**src/rtl/physics_pkg.sv**
```systemverilog
// Shared types and default widths for the obstacle sweep sequencer.
// The accumulator reduction mode is selected by SWEEP_SATURATE_EN (see sat_resize).
package physics_pkg;

  localparam int POS_W_D   = 8;
  localparam int VEL_W_D   = 8;
  localparam int ACC_W_D   = 8;
  localparam int NVERT_D   = 5;
  localparam int NOBS_D    = 4;
  localparam int CNT_W_D   = $clog2(NOBS_D) + 1;
  localparam int ADDR_W_D  = $clog2(NOBS_D);
  localparam int NV_W_D    = $clog2(NVERT_D) + 1;
  localparam int ACC_EXT_D = ACC_W_D + 2;

  typedef enum logic [2:0] {
    S_IDLE,
    S_FETCH,
    S_WAIT_MEM,
    S_LAUNCH,
    S_WAIT_CHK,
    S_ACCUM,
    S_DONE
  } sweep_state_t;

  // [0] = vertex x coordinates, [1] = vertex y coordinates
  typedef logic [1:0][NVERT_D-1:0][POS_W_D-1:0] vertex_arr_t;

endpackage

```
**src/rtl/sat_resize.sv**
```systemverilog
// Combinational signed width reduction: clamps when SWEEP_SATURATE_EN is
// defined, otherwise keeps the low OUT_W bits (two's-complement wrap).
module sat_resize #(
  parameter int IN_W  = 10,
  parameter int OUT_W = 8
) (
  input  logic signed [IN_W-1:0]  din,
  output logic signed [OUT_W-1:0] dout
);

`ifdef SWEEP_SATURATE_EN
  localparam logic signed [IN_W-1:0] MAXV = IN_W'((1 << (OUT_W-1)) - 1);
  localparam logic signed [IN_W-1:0] MINV = ~MAXV;

  always_comb begin
    dout = din[OUT_W-1:0];
    if (din > MAXV)      dout = MAXV[OUT_W-1:0];
    else if (din < MINV) dout = MINV[OUT_W-1:0];
  end
`else
  logic unused_hi;
  assign unused_hi = ^din[IN_W-1:OUT_W];
  always_comb dout = din[OUT_W-1:0];
`endif

endmodule

```
**src/rtl/obstacle_sweep.sv**
```systemverilog
// Walks the obstacle list for one car point, running the collision checker per
// obstacle and chaining its post-collision state. Macro: SWEEP_SATURATE_EN.
module obstacle_sweep
  import physics_pkg::*;
#(
  parameter int POSITION_SIZE     = 8,
  parameter int VELOCITY_SIZE     = 8,
  parameter int ACCELERATION_SIZE = 8,
  parameter int NUM_VERTICES      = 5,
  parameter int NUM_OBSTACLES     = 4
) (
  input  logic                                                clk_in,
  input  logic                                                rst_in,
  input  logic                                                begin_in,
  input  logic [$clog2(NUM_OBSTACLES):0]                      num_obstacles_in,
  input  logic signed [POSITION_SIZE-1:0]                     pos_x_in,
  input  logic signed [POSITION_SIZE-1:0]                     pos_y_in,
  input  logic signed [VELOCITY_SIZE-1:0]                     vel_x_in,
  input  logic signed [VELOCITY_SIZE-1:0]                     vel_y_in,
  input  logic signed [POSITION_SIZE-1:0]                     dx_in,
  input  logic signed [POSITION_SIZE-1:0]                     dy_in,
  output logic                                                obs_rd_out,
  output logic [$clog2(NUM_OBSTACLES)-1:0]                    obs_addr_out,
  input  logic                                                obs_valid_in,
  input  logic [1:0][NUM_VERTICES-1:0][POSITION_SIZE-1:0]     obs_data_in,
  input  logic [$clog2(NUM_VERTICES):0]                       obs_nverts_in,
  output logic                                                chk_begin_out,
  output logic [1:0][NUM_VERTICES-1:0][POSITION_SIZE-1:0]     chk_obstacle_out,
  output logic [$clog2(NUM_VERTICES):0]                       chk_num_vertices_out,
  output logic signed [POSITION_SIZE-1:0]                     chk_pos_x_out,
  output logic signed [POSITION_SIZE-1:0]                     chk_pos_y_out,
  output logic signed [VELOCITY_SIZE-1:0]                     chk_vel_x_out,
  output logic signed [VELOCITY_SIZE-1:0]                     chk_vel_y_out,
  output logic signed [POSITION_SIZE-1:0]                     chk_dx_out,
  output logic signed [POSITION_SIZE-1:0]                     chk_dy_out,
  input  logic                                                chk_result_in,
  input  logic                                                chk_was_collision_in,
  input  logic signed [POSITION_SIZE-1:0]                     chk_x_new_in,
  input  logic signed [POSITION_SIZE-1:0]                     chk_y_new_in,
  input  logic signed [VELOCITY_SIZE-1:0]                     chk_vel_x_new_in,
  input  logic signed [VELOCITY_SIZE-1:0]                     chk_vel_y_new_in,
  input  logic signed [POSITION_SIZE-1:0]                     chk_x_int_in,
  input  logic signed [POSITION_SIZE-1:0]                     chk_y_int_in,
  input  logic signed [ACCELERATION_SIZE-1:0]                 chk_acc_x_in,
  input  logic signed [ACCELERATION_SIZE-1:0]                 chk_acc_y_in,
  output logic                                                busy_out,
  output logic                                                done_out,
  output logic signed [POSITION_SIZE-1:0]                     x_out,
  output logic signed [POSITION_SIZE-1:0]                     y_out,
  output logic signed [VELOCITY_SIZE-1:0]                     vel_x_out,
  output logic signed [VELOCITY_SIZE-1:0]                     vel_y_out,
  output logic signed [ACCELERATION_SIZE-1:0]                 acc_x_out,
  output logic signed [ACCELERATION_SIZE-1:0]                 acc_y_out,
  output logic [$clog2(NUM_OBSTACLES):0]                      hit_count_out
);

  localparam int CW = $clog2(NUM_OBSTACLES) + 1;
  localparam int AW = $clog2(NUM_OBSTACLES);
  localparam int NW = $clog2(NUM_VERTICES) + 1;
  localparam int AE = ACCELERATION_SIZE + 2;

  sweep_state_t state, next_state;

  logic [CW-1:0] idx, count, hits;
  logic signed [POSITION_SIZE-1:0] cur_px, cur_py, cur_dx, cur_dy, fin_x, fin_y;
  logic signed [VELOCITY_SIZE-1:0] cur_vx, cur_vy;
  logic signed [AE-1:0] acc_x, acc_y;
  logic signed [ACCELERATION_SIZE-1:0] acc_x_red, acc_y_red;
  logic [1:0][NUM_VERTICES-1:0][POSITION_SIZE-1:0] verts;
  logic [NW-1:0] nverts;

  // Checker results are latched on the done pulse; ACCUM uses the copies.
  logic res_hit;
  logic signed [POSITION_SIZE-1:0] res_xn, res_yn, res_xi, res_yi;
  logic signed [VELOCITY_SIZE-1:0] res_vx, res_vy;
  logic signed [ACCELERATION_SIZE-1:0] res_ax, res_ay;

  logic start, done_r, busy_r;
  assign start = (state == S_IDLE) && begin_in && !busy_r;

  always_ff @(posedge clk_in) begin
    if (rst_in) state <= S_IDLE;
    else        state <= next_state;
  end

  always_comb begin
    next_state = state;
    case (state)
      S_IDLE:     if (start) next_state = (num_obstacles_in == '0) ? S_DONE : S_FETCH;
      S_FETCH:    next_state = S_WAIT_MEM;
      S_WAIT_MEM: if (obs_valid_in)
                    next_state = (obs_nverts_in < NW'(2)) ? S_ACCUM : S_LAUNCH;
      S_LAUNCH:   next_state = S_WAIT_CHK;
      S_WAIT_CHK: if (chk_result_in) next_state = S_ACCUM;
      S_ACCUM:    next_state = (idx + CW'(1) == count) ? S_DONE : S_FETCH;
      S_DONE:     next_state = S_IDLE;
      default:    next_state = S_IDLE;
    endcase
  end

  always_comb begin
    obs_rd_out    = (state == S_FETCH);
    chk_begin_out = (state == S_LAUNCH);
  end

  assign obs_addr_out         = idx[AW-1:0];
  assign chk_obstacle_out     = verts;
  assign chk_num_vertices_out = nverts;
  assign chk_pos_x_out        = cur_px;
  assign chk_pos_y_out        = cur_py;
  assign chk_vel_x_out        = cur_vx;
  assign chk_vel_y_out        = cur_vy;
  assign chk_dx_out           = cur_dx;
  assign chk_dy_out           = cur_dy;
  assign busy_out             = busy_r;
  assign done_out             = done_r;

  sat_resize #(.IN_W(AE), .OUT_W(ACCELERATION_SIZE)) u_sat_x (.din(acc_x), .dout(acc_x_red));
  sat_resize #(.IN_W(AE), .OUT_W(ACCELERATION_SIZE)) u_sat_y (.din(acc_y), .dout(acc_y_red));

  always_ff @(posedge clk_in) begin
    if (rst_in) begin
      idx <= '0; count <= '0; hits <= '0;
      cur_px <= '0; cur_py <= '0; cur_dx <= '0; cur_dy <= '0;
      cur_vx <= '0; cur_vy <= '0; fin_x <= '0; fin_y <= '0;
      acc_x <= '0; acc_y <= '0; verts <= '0; nverts <= '0;
      res_hit <= 1'b0; res_xn <= '0; res_yn <= '0; res_xi <= '0; res_yi <= '0;
      res_vx <= '0; res_vy <= '0; res_ax <= '0; res_ay <= '0;
      done_r <= 1'b0; busy_r <= 1'b0;
      x_out <= '0; y_out <= '0; vel_x_out <= '0; vel_y_out <= '0;
      acc_x_out <= '0; acc_y_out <= '0; hit_count_out <= '0;
    end else begin
      done_r <= (state == S_DONE);
      if (start)       busy_r <= 1'b1;
      else if (done_r) busy_r <= 1'b0;
      case (state)
        S_IDLE: if (start) begin
          cur_px <= pos_x_in; cur_py <= pos_y_in;
          cur_vx <= vel_x_in; cur_vy <= vel_y_in;
          cur_dx <= dx_in;    cur_dy <= dy_in;
          acc_x <= '0; acc_y <= '0; hits <= '0; idx <= '0;
          count <= (num_obstacles_in > CW'(NUM_OBSTACLES)) ? CW'(NUM_OBSTACLES)
                                                           : num_obstacles_in;
        end
        S_WAIT_MEM: if (obs_valid_in) begin
          verts  <= obs_data_in;
          nverts <= obs_nverts_in;
          if (obs_nverts_in < NW'(2)) res_hit <= 1'b0;
        end
        S_WAIT_CHK: if (chk_result_in) begin
          res_hit <= chk_was_collision_in;
          res_xn <= chk_x_new_in;     res_yn <= chk_y_new_in;
          res_xi <= chk_x_int_in;     res_yi <= chk_y_int_in;
          res_vx <= chk_vel_x_new_in; res_vy <= chk_vel_y_new_in;
          res_ax <= chk_acc_x_in;     res_ay <= chk_acc_y_in;
        end
        S_ACCUM: begin
          if (res_hit) begin
            acc_x  <= acc_x + {{2{res_ax[ACCELERATION_SIZE-1]}}, res_ax};
            acc_y  <= acc_y + {{2{res_ay[ACCELERATION_SIZE-1]}}, res_ay};
            hits   <= hits + CW'(1);
            cur_px <= res_xi; cur_py <= res_yi;
            cur_vx <= res_vx; cur_vy <= res_vy;
            cur_dx <= res_xn - res_xi;
            cur_dy <= res_yn - res_yi;
            fin_x  <= res_xn; fin_y <= res_yn;
          end
          idx <= idx + CW'(1);
        end
        S_DONE: begin
          // Without a hit the working point is still the start point.
          x_out <= (hits == '0) ? cur_px + cur_dx : fin_x;
          y_out <= (hits == '0) ? cur_py + cur_dy : fin_y;
          vel_x_out <= cur_vx; vel_y_out <= cur_vy;
          acc_x_out <= acc_x_red; acc_y_out <= acc_y_red;
          hit_count_out <= hits;
        end
        default: ;
      endcase
    end
  end

endmodule
```
**config.mk**
```make
export PLATFORM = sky130hd
export DESIGN_NAME = obstacle_sweep
export DESIGN_NICKNAME = d
export VERILOG_FILES = /design/src/rtl/physics_pkg.sv /design/src/rtl/sat_resize.sv /design/src/rtl/obstacle_sweep.sv
export SDC_FILE = /design/constraint.sdc
export NUM_CORES = 1
export LEC_CHECK = 0
export ABC_AREA = 0
export CORE_MARGIN = 2
export CORE_UTILIZATION = 35
export CTS_CLUSTER_SIZE = 12
export DETAILED_ROUTE_END_ITERATION = 8
export MAX_ROUTING_LAYER = met4
export SLEW_MARGIN = 30
export SYNTH_ARGS = -nofsm -noshare
export SYNTH_HDL_FRONTEND = slang
export SYNTH_SLANG_ARGS = --single-unit
```
**constraint.sdc**
```tcl
create_clock -name clk_in -period 2.2 [get_ports clk_in]
set_clock_uncertainty 0.1 [all_clocks]
set_input_delay 0.55 -clock clk_in [delete_from_list [all_inputs] [get_ports clk_in]]
set_output_delay 0.55 -clock clk_in [all_outputs]
set_load 0.02 [all_outputs]
```
==> impl_summary.log, run 1 <==
[metrics] run status: finished, final reports clean
[metrics] final hold violation count: 0
[metrics] Post-synth EDFFs: 0
[metrics] number of placement rows: 69
[metrics] post-synthesis area per instance: 7.95 um^2
[metrics] leading post-synthesis cells by cell area: dfxtp_1, nand2_1, a21oi_1
[metrics] Root Driver: clkbuf_16
[metrics] total congestion overflow after global routing: 0
[metrics] IO Pins: 394
[metrics] number of DRC violations after detailed-routing iteration 0: 543
[metrics] Fill cells: 3,480
[metrics] share of the clock period used by the worst path after layout: 0.982
[metrics] leak pwr: 7.08 nW
[metrics] endpoints failing setup: 0
[metrics] required time reported for the critical path endpoint: 1.55 ns
[metrics] switching power share of the total: 0.307
[metrics] slowest stage cell on the critical path: clkdlybuf4s50_1
[metrics] synthesized instance count: 1,581
[metrics] Net Sw Power: 0.00506 W
[metrics] most frequent cell after synthesis: nand2_1
[metrics] Achievable Freq: 0.463 GHz
[metrics] global routing usage summed across all routing layers: 0.221
[metrics] dpl hpwl: 29,800 um
[metrics] power share of the sequential group: 0.379
[metrics] number of H-tree branching levels: 2
[metrics] Maximum Capacitance Violations: 0
[metrics] wire length of the first global-routing pass: 65,000 um
[metrics] Total Negative Setup Slacks: 0 ns
[metrics] insertion delay to the later sink of the worst-skew pair: 0.51 ns
[metrics] flip-flop and latch count after synthesis: 294
[metrics] Via density: 4.99
[metrics] share of synthesized flip-flops with an asynchronous set or reset: 0
[metrics] final worst setup slack: 0.0396 ns
[metrics] Post-Route Utilization: 0.520
[metrics] Clk pin slew, worst setup/hold paths: 0.06 ns
[metrics] number of buffer and inverter instances along the worst setup path: 1
[metrics] prevailing post-synth register cell: dfxtp_1
[metrics] Longest Clk Path Bufs: 3
[metrics] number of global-route vias before repair: 11,900
[metrics] post-placement worst setup slack: -0.342 ns
[metrics] Num CTS Buffers: 35
[metrics] cell internal power dissipation: 0.0114 W
[metrics] Max stage delay on crit path: 0.62 ns
[metrics] core area: 35,500 um^2
[metrics] unrepaired setup endpoints after global routing: true
[metrics] total number of clock tree sinks: 294
[metrics] yosys warns: 0
[metrics] area enclosed by the die boundary: 37,500 um^2
[metrics] post-synth top area cell: dfxtp_1
[metrics] number of pins exceeding their max-slew limit in the final report: 0
[metrics] antenna violations before repair: 1
[metrics] remaining number of nets flagged by the antenna check after routing: 0
[metrics] detailed-route DRC error count: 0
[metrics] worst slew margin relative to its limit: 0.614
[metrics] synth cell count leaders: nand2_1, dfxtp_1, a21oi_1
[metrics] pin count of the biggest net entering global routing: 92
[metrics] count of vias placed by the detailed router: 12,200
[metrics] Chip Width: 194 um
[metrics] power density cells: 892 nW/um^2
[metrics] Max IR drop VDD: 0.000663 V
[metrics] CTS tree: done
[metrics] sequential share of the synthesized area: 0.468
[metrics] Die Height: 194 um
[metrics] number of nets at the end of the flow: 2,219
[metrics] Worst Path Class, Setup: reg2out
[metrics] portion of total power attributed to the clock network: 0.351
[metrics] dominant delay contributor by cell family on the critical path: buffers and inverters
[metrics] Yosys top cell area share: 0.468
[metrics] largest fanout of any net on the critical path: 3
[metrics] fin crit period: 2.16 ns
[metrics] combinational share of power: 0.270
[metrics] path type of the worst min-delay path: in2reg
[metrics] number of buffers inserted for hold repair after clock tree synthesis: 0
[metrics] total wire length: 41,400 um
[metrics] Netlist Area Pre-Place: 12,600 um^2
[metrics] flip-flop count of the largest register after layout: 80
[metrics] kind of capture point of the worst setup path: primary output
[metrics] initial cell density of the core: 0.354
[metrics] routability-driven placement congestion ratio: 0.884
[metrics] WL per Instance: 16.9 um
[metrics] first-pass iteration count of the detailed router: 5
[metrics] transition time at the pin with the least slew margin: 0.577 ns
[metrics] Yosys cell types: 57
[metrics] port bufs: 393
[metrics] cells traversed along the worst timing path: clkdlybuf4s50_1
[metrics] Worst setup SP type: flip-flop
[metrics] post-synth net total: 1,837
[metrics] arrival time reported for the critical path endpoint: 1.51 ns
[metrics] layout cells sized above 1: 0.0796
[metrics] area added between synthesis and finish: 46.7%
==> final cells by class <==
type                            instances  area (um^2)  share of cell area
Sequential cell                       294         5890               0.320
Inverter                               34          128             0.00692
Timing Repair Buffer                  457         4570               0.248
Tap cell                              461          577              0.0313
Clock inverter                          7         90.1             0.00488
Antenna cell                            1         2.50            0.000136
Multi-Input combinational cell       1141         6120               0.332
Clock buffer                           53         1070              0.0578
==> kinds of logic after synthesis <==
kind of cell,after synthesis,share of synthesized area
and+or+nand+nor,639,0.211
AOI/OAI and AO/OA,414,0.187
DFF,294,0.468
adders and majority gates,51,0.0543
muxes,6,0.00488
xor gates and xnor gates,31,0.0216
buffers and inverters,146,0.0536
==> power groups by stage <==
| stage | logic (W) | registers, W | clock network (W) |
|---|---|---|---|
| after CTS | 0.00443 | 0.00624 | 0.00595 |
| after detailed placement | 0.00449 | 0.00635 | 0 |
| after global routing | 0.00485 | 0.00630 | 0.00621 |
| final | 0.00444 | 0.00624 | 0.00577 |
| after global placement | 0.00446 | 0.00635 | 0 |
| after floorplan | 0.00205 | 0.00671 | 0 |
==> placed cells by master (no fill, tap or decap), types with 18 or more instances in the layout <==
cell             Yosys  final
clkdlybuf4s50_1      0    337
nor2_1              42     42
nand2b_1            18     18
dfxtp_1            294    288
a21oi_1            287    284
xor2_1              19     19
dlymetal6s2s_1       0     20
nor3_1              19     19
dlygate4sd2_1        0     33
a22oi_1             39     39
o21ai_0             29     24
ha_1                45     42
nand2_1            488    485
buf_4                7     53
nand3_1             27     26
inv_1               34     32
clkbuf_16            0     37
==> metal layers <==
layer  track usage  part of all wire  up-vias
li1              -                 -     6089
met5             -                 0        -
met3        0.0553             0.066       69
met1         0.282              0.45     5681
met4        0.0619             0.023        0
met2         0.346              0.46      368
==> final timing paths <==
path	cells after the start	endpoint	startpoint	slack, ns
min	2	fin_x[5]$_SDFFE_PP0P_	rst_in	0.19
max reg2reg	9	x_out[6]$_SDFFE_PP0P_	chk_dx_out[0]$_SDFFE_PP0P_	0.06
max	1	chk_dx_out[4]	chk_dx_out[4]$_SDFFE_PP0P_	0.04
min reg2reg	2	acc_y_out[1]$_SDFFE_PP0P_	acc_y_out[1]$_SDFFE_PP0P_	0.35
==> timing repair <==
item / CTS / global route
endpoints found under the setup margin: 36 / 31
gates resized for setup: 36 / 51
cloned: 0 / 0
buffers inserted: 1 / 6
pin swaps: 2 / 15
==> metrics by stage <==
stage                     area [um^2]  instances  total power [W]  hold slack [ns]
after floorplan                 12600       1581          0.00875            0.332
after global placement          17200       2380           0.0108            0.340
after detailed placement        17200       2380           0.0108            0.342
after CTS                       18300       2441           0.0166            0.174
after global routing            18400       2448           0.0174            0.179
final                           18400       2448           0.0165            0.195
No activity file was read; power rests on OpenSTA's default activity.
==> inputs of run 2 (changes only) <==
Settings changed: CTS_BUF_LIST set to sky130_fd_sc_hd__clkbuf_2, GPL_ROUTABILITY_DRIVEN set to 0.
==> run 2 against run 1 <==
The run now ends with negative setup slack left. Combinational power decreased by 2%. Clock power decreased by 35%. Worst hold slack got worse by 0.080 ns. Design area decreased by 6.2%. Final cell count increased by 3.4%. First-iteration DRC count decreased by 5.2%. Clock-buffer cell count increased by 63. Critical path depth increased by 2. Routed wire length increased by 2.5%. Critical endpoint is now obs_rd_out. Highest routed layer unchanged.
==> impl_summary.log, run 2 (same netlist as run 1, synthesis figures left out) <==
[metrics] share of the clock period used by the worst path after layout: 1.04 (+0.0629)
[metrics] total wire length: 42,400 um (+2.5%)
[metrics] count of vias placed by the detailed router: 12,500 (+2.7%)
[metrics] slowest stage cell on the critical path: dfxtp_4
[metrics] worst slew margin relative to its limit: 0.597 (-0.0175)
[metrics] required time reported for the critical path endpoint: 1.55 ns (about the same)
[metrics] insertion delay to the later sink of the worst-skew pair: 0.88 ns (+0.37 ns)
[metrics] number of cells after detailed placement: 2,380 (unchanged)
[metrics] Achievable Freq: 0.435 GHz (-6.0%)
[metrics] Max stage delay on crit path: 0.37 ns (-0.25 ns)
[metrics] kind of capture point of the worst setup path: primary output
[metrics] antenna violations before repair: 2 (+1)
[metrics] number of H-tree branching levels: 3 (+1)
[metrics] cells traversed along the worst timing path: buf_6 -> nor3b_2 -> buf_4
[metrics] path type of the worst min-delay path: in2reg
[metrics] number of placement rows: 69 (unchanged)
[metrics] final worst setup slack: -0.0987 ns (-0.138 ns)
[metrics] M2 GR Usage: 0.353 (+0.00648)
[metrics] number of DRC violations after detailed-routing iteration 0: 515 (-5.2%)
[metrics] area added between synthesis and finish: 37.5%
[metrics] port bufs: 393 (unchanged)
[metrics] leak pwr: 7.02 nW (-0.92%)
[metrics] Chip Width: 194 um (unchanged)
[metrics] number of global-route vias before repair: 12,400 (+4.2%)
[metrics] Maximum Capacitance Violations: 0 (unchanged)
[metrics] failing checks: negative setup slack
[metrics] Fill cells: 3,680 (+5.7%)
[metrics] pin count of the biggest net entering global routing: 92 (unchanged)
[metrics] wire length of the first global-routing pass: 66,400 um (+2.1%)
[metrics] total congestion overflow after global routing: 0 (unchanged)
[metrics] detailed-route DRC error count: 0 (unchanged)
[metrics] number of pins exceeding their max-slew limit in the final report: 0 (unchanged)
[metrics] Worst Path Class, Setup: reg2out
[metrics] unrepaired setup endpoints after global routing: true
[metrics] Max IR drop VDD: 0.000358 V (-46%)
[metrics] Die Height: 194 um (unchanged)
[metrics] core area: 35,500 um^2 (unchanged)
[metrics] flip-flop count of the largest register after layout: 80 (unchanged)
[metrics] CTS tree: done
[metrics] final design instance area without fill: 17,300 um^2 (-6.2%)
[metrics] dominant delay contributor by cell family on the critical path: flip-flops
[metrics] Post-Route Utilization: 0.487 (-0.0324)
[metrics] met1 track utilization from global routing: 0.280 (-0.00190)
[metrics] most common cell after layout, fill and taps aside: nand2_1
[metrics] transition time at the pin with the least slew margin: 0.603 ns (+0.0263 ns)
[metrics] final hold slack: 0.115 ns (-0.0799 ns)
[metrics] total number of clock tree sinks: 294 (unchanged)
[metrics] run status: finished with violations
[metrics] remaining number of nets flagged by the antenna check after routing: 0 (unchanged)
[metrics] area enclosed by the die boundary: 37,500 um^2 (unchanged)
[metrics] final hold violation count: 0 (unchanged)
[metrics] area of the multi-input gates: 6150 um^2 (+0.61%)
[metrics] Worst setup SP type: flip-flop
[metrics] Num CTS Buffers: 80 (+130%)
[metrics] Total Negative Setup Slacks: -0.165 ns (-0.165 ns)
[metrics] Finished Layout Cells: 2,532 (+3.4%)
[metrics] met3 track demand over resource in global routing: 0.0661 (+0.0108)
[metrics] post-place instance area: 17,200 um^2 (unchanged)
[metrics] layout cells sized above 1: 0.226 (+0.146)
[metrics] global routing usage summed across all routing layers: 0.226 (+0.00531)
[metrics] Root Driver: clkbuf_2
[metrics] FF+latch area: 5950 um^2 (+1.0%)
[metrics] Longest Clk Path Bufs: 3 (unchanged)
[metrics] first-pass iteration count of the detailed router: 5 (unchanged)
[metrics] WL per Instance: 16.8 um (-0.91%)
[metrics] largest fanout of any net on the critical path: 3 (unchanged)
[metrics] IO Pins: 394 (unchanged)
[metrics] most used cells in the layout excluding fill and tap cells: nand2_1, a21oi_1, dfxtp_1, clkdlybuf4s50_1, buf_2
[metrics] number of nets at the end of the flow: 2,275 (+2.5%)
[metrics] Via density: 4.95 (-0.70%)
[metrics] arrival time reported for the critical path endpoint: 1.65 ns (+0.14 ns)
[metrics] endpoints failing setup: 2 (+2)
[metrics] number of buffer and inverter instances along the worst setup path: 2 (+1)
[metrics] Clk pin slew, worst setup/hold paths: 0.10 ns (+0.04 ns)
[metrics] power density cells: 831 nW/um^2 (-6.8%)
[metrics] dpl hpwl: 29,800 um (unchanged)
[metrics] initial cell density of the core: 0.354 (unchanged)
[metrics] fin crit period: 2.30 ns (+0.138 ns)
[metrics] most utilized layer in the global route result: met2
## run 2: cell types whose count changed in the layout (fill, tap and decap cells not counted), sizes merged
cell	before	now
clkdlybuf4s50	337	203
clkinv	3	13
inv	34	36
dlygate4sd2	33	0
clkinvlp	2	0
dlymetal6s2s	20	0
clkbuf	54	119
diode	1	2
bufinv	2	1
buf	66	258
dlygate4sd3	0	4
## run 2: report_power, final
group / total, W / internal [W] / switching [W] / leakage, nW
registers: 0.00627 / 0.00586 / 0.000413 / 2.40
clock network: 0.00376 / 0.00150 / 0.00226 / 0.527
logic: 0.00435 / 0.00186 / 0.00249 / 4.09
total: 0.0144 / 0.00921 / 0.00516 / 7.02
## run 2: worst paths after layout
path	start	to	slack [ns]	depth (start not counted)
worst max-delay path	state[0]$_SDFFE_PP0P_	obs_rd_out	-0.1	3
worst min-delay path	chk_vel_y_new_in[1]	res_vy[1]$_SDFFE_PP0P_	0.11	3
worst max register to register	chk_pos_x_out[0]$_SDFFE_PP0P_	x_out[6]$_SDFFE_PP0P_	0.08	9
worst min register to register	res_xn[0]$_SDFFE_PP0P_	fin_x[0]$_SDFFE_PP0P_	0.34	2
## run 2: metrics by stage
step	setup slack, ns	total power [W]
floorplan	0.0497	0.00875
global placement	-0.349	0.0108
detailed placement	-0.342	0.0108
CTS	-0.229	0.0145
global route	-0.217	0.0153
finish	-0.0987	0.0144
## run 2: final cells by class
type | count | area share
Inverter | 34 | 0.00738
Sequential cell | 294 | 0.344
Clock buffer | 116 | 0.0336
Tap cell | 461 | 0.0334
Timing Repair Buffer | 468 | 0.220
Antenna cell | 2 | 0.000289
Multi-Input combinational cell | 1141 | 0.356
Clock inverter | 16 | 0.00506
## run 2: what timing repair did
action / CTS / global route
gates resized for setup: 823 / 68
pin swaps: 3 / 21
hold buffers: 4 / 0
setup endpoints to repair: 192 / 39
hold endpoints to repair: 10 / 0
setup buffers: 7 / 8
cloned: 0 / 0
## run 2: worst register-to-register path, delay by kind of cell (launching register included)
family | cells | cell delay [ns]
AND/OR/NAND/NOR | 2 | 0.19
adder cells (fa/ha/maj) | 2 | 0.42
AO/OA/AOI/OAI | 3 | 0.81
buffers and inverters | 1 | 0.07
flip-flops | 1 | 0.33
XOR/XNOR | 1 | 0.12
## run 2: layer usage
layer / part of all wire / vias up
met1: 0.45 / 5818
li1: - / 6237
met5: 0 / -
met4: 0.020 / 0
met2: 0.46 / 424
met3: 0.072 / 58
==> inputs of run 3 (changes only) <==
Settings changed: CORE_UTILIZATION 35 to 40, PLACE_DENSITY set to 0.7.
==> run 3 against run 2 <==
The run still ends with negative setup slack left. Final cell count fell by 3.3%. Sequential cell count did not move. Largest power group unchanged. Core utilization rose by 7.6 points. First-iteration DRC count is 19% higher.
==> impl_summary.log, run 3 (same netlist as run 1, synthesis figures left out) <==
[metrics] insertion delay to the later sink of the worst-skew pair: 0.87 ns (about the same)
[metrics] run status: finished with violations
[metrics] met1 track utilization from global routing: 0.290 (+0.00956)
[metrics] combinational share of power: 0.301 (about the same)
[metrics] transition time at the pin with the least slew margin: 0.777 ns (+0.174 ns)
[metrics] share of the clock period used by the worst path after layout: 1.03 (-0.0147)
[metrics] number of H-tree branching levels: 3 (unchanged)
[metrics] met3 track demand over resource in global routing: 0.0639 (-0.00218)
[metrics] initial cell density of the core: 0.409 (+0.0545)
[metrics] core area: 30,700 um^2 (-13%)
[metrics] pin count of the biggest net entering global routing: 77 (-16%)
[metrics] endpoints failing setup: 2 (unchanged)
[metrics] dpl hpwl: 29,700 um (-0.24%)
[metrics] number of global-route vias before repair: 12,200 (-2.2%)
[metrics] largest fanout of any net on the critical path: 2 (-1)
[metrics] failing checks: negative setup slack
[metrics] Maximum Capacitance Violations: 0 (unchanged)
[metrics] Worst Path Class, Setup: reg2out
[metrics] final hold slack: 0.113 ns (-0.00128 ns)
[metrics] CTS tree: done
[metrics] post-placement worst setup slack: -0.0443 ns (+0.298 ns)
[metrics] port bufs: 393 (unchanged)
[metrics] worst slew margin relative to its limit: 0.482 (-0.115)
[metrics] most used cells in the layout excluding fill and tap cells: nand2_1, a21oi_1, dfxtp_1, clkdlybuf4s50_1, clkbuf_2
[metrics] kind of capture point of the worst setup path: primary output
[metrics] dominant delay contributor by cell family on the critical path: flip-flops
[metrics] leak pwr: 6.86 nW (-2.2%)
[metrics] Root Driver: clkbuf_2
[metrics] slowest stage cell on the critical path: dfxtp_2
[metrics] global routing usage summed across all routing layers: 0.249 (+0.0227)
[metrics] cell internal power dissipation: 0.00924 W (+0.31%)
[metrics] Net Sw Power: 0.00511 W (-0.99%)
[metrics] number of pins exceeding their max-slew limit in the final report: 0 (unchanged)
[metrics] area added between synthesis and finish: 37.7%
[metrics] number of buffer and inverter instances along the worst setup path: 2 (unchanged)
[metrics] layout cells sized above 1: 0.208 (-0.0172)
[metrics] power share of the sequential group: 0.435 (about the same)
[metrics] power density cells: 829 nW/um^2 (-0.28%)
[metrics] remaining number of nets flagged by the antenna check after routing: 0 (unchanged)
[metrics] IO Pins: 394 (unchanged)
[metrics] M2 GR Usage: 0.417 (+0.0645)
[metrics] Achievable Freq: 0.441 GHz (+1.4%)
[metrics] fin crit period: 2.27 ns (-0.0323 ns)
[metrics] Num CTS Buffers: 79 (-1.3%)
[metrics] WL per Instance: 16.9 um (+0.93%)
[metrics] Clk pin slew, worst setup/hold paths: 0.10 ns (about the same)
[metrics] detailed-route DRC error count: 0 (unchanged)
[metrics] first-pass iteration count of the detailed router: 7 (+2)
[metrics] final worst setup slack: -0.0664 ns (+0.0323 ns)
[metrics] number of DRC violations after detailed-routing iteration 0: 614 (+19%)
[metrics] antenna violations before repair: 4 (+2)
[metrics] total wire length: 41,400 um (-2.4%)
[metrics] Worst setup SP type: flip-flop
[metrics] Total Negative Setup Slacks: -0.0853 ns (+0.0793 ns)
[metrics] total congestion overflow after global routing: 0 (unchanged)
[metrics] unrepaired setup endpoints after global routing: true
[metrics] final hold violation count: 0 (unchanged)
[metrics] Fill cells: 2,954 (-20%)
[metrics] cell seen most often among critical-path stages: buf_6
[metrics] number of nets at the end of the flow: 2,257 (-0.79%)
[metrics] wire length of the first global-routing pass: 63,800 um (-3.9%)
[metrics] number of placement rows: 64 (-7.2%)
[metrics] path type of the worst min-delay path: in2reg
[metrics] arrival time reported for the critical path endpoint: 1.62 ns (-0.03 ns)
[metrics] Die Height: 181 um (-6.3%)
[metrics] total number of clock tree sinks: 294 (unchanged)
[metrics] most common cell after layout, fill and taps aside: nand2_1
[metrics] flip-flop count of the largest register after layout: 80 (unchanged)
[metrics] area enclosed by the die boundary: 32,900 um^2 (-12%)
[metrics] Chip Width: 181 um (-6.3%)
[metrics] most utilized layer in the global route result: met2
[metrics] Longest Clk Path Bufs: 3 (unchanged)
[metrics] portion of total power attributed to the clock network: 0.264 (+0.003)
[metrics] switching power share of the total: 0.356 (-0.00299)
[metrics] cells traversed along the worst timing path: buf_6 -> nand2_2 -> nor2_2 -> buf_6
[metrics] Via density: 5.11 (+3.3%)
[metrics] Max stage delay on crit path: 0.34 ns (-0.03 ns)
[metrics] Post-Route Utilization: 0.563 (+0.0757)
[metrics] required time reported for the critical path endpoint: 1.55 ns (about the same)
[metrics] Power Total: 0.0143 W (-0.16%)
[metrics] count of vias placed by the detailed router: 12,500 (-0.14%)
[metrics] Max IR drop VDD: 0.000438 V (+22%)
run 3: changes by cell type in the layout (fill, tap and decap cells not counted), sizes merged, moves of 2 or more:
cell,delta
clkdlybuf4s15,+36
clkbuf,+10
buf,-66
diode,+2
dlygate4sd3,-3
run 3: cell type report:
type,count,area (um^2),share of cell area
flip-flops and latches,294,5930,0.343
multi-input cells,1141,6160,0.356
inverters,34,128,0.00737
well taps,396,495,0.0286
diodes,4,10.0,0.000578
repair buffers,451,3910,0.226
clock inverters,18,129,0.00744
clock buffers,110,551,0.0318
run 3: routing by layer:
| metal | part of all wire | vias up |
|---|---|---|
| li1 | - | 6197 |
| met1 | 0.42 | 5771 |
| met2 | 0.48 | 483 |
| met3 | 0.079 | 69 |
| met4 | 0.020 | 0 |
| met5 | 0 | - |
run 3: power by group through the flow:
stage	Sequential [W]	Clock, W	Combinational (W)
2_1_floorplan	0.00671	0	0.00205
3_3_place_gp	0.00632	0	0.00448
3_5_place_dp	0.00633	0	0.00453
4_1_cts	0.00622	0.00391	0.00430
5_1_grt	0.00631	0.00423	0.00469
6_report	0.00625	0.00379	0.00431
run 3: worst reg2reg max path, cell delays in order, from the launching register on:
cell	delay (ns)
dfxtp_4	0.37
ha_4	0.14
inv_2	0.03
fa_2	0.36
nor2b_2	0.15
o21ai_1	0.07
nand2_1	0.13
a311oi_2	0.12
xor2_1	0.16
a2111oi_1	0.39
run 3: worst paths after layout:
check | start | to | slack, ns | depth (start not counted)
setup / recovery | state[0]$_SDFFE_PP0P_ | chk_begin_out | -0.07 | 4
hold / removal | obs_data_in[75] | chk_obstacle_out[75]$_SDFFE_PP0P_ | 0.11 | 3
setup reg to reg | chk_pos_x_out[0]$_SDFFE_PP0P_ | x_out[6]$_SDFFE_PP0P_ | 0.08 | 9
hold reg to reg | chk_num_vertices_out[1]$_SDFFE_PP0P_ | chk_num_vertices_out[1]$_SDFFE_PP0P_ | 0.35 | 2
run 3: through the flow:
step	cells	area [um^2]
after global routing	2448	17300
after global placement	2313	17100
after floorplan	1581	12600
after detailed placement	2313	17100
after CTS	2443	17500
final	2448	17300
run 3: repair_timing:
action | in CTS | in global routing
endpoints found under the setup margin | 191 | 102
endpoints found under the hold margin | 15 | 0
resized for setup | 654 | 136
pin swaps | 2 | 14
hold buffers | 1 | 0
buffers inserted | 1 | 2
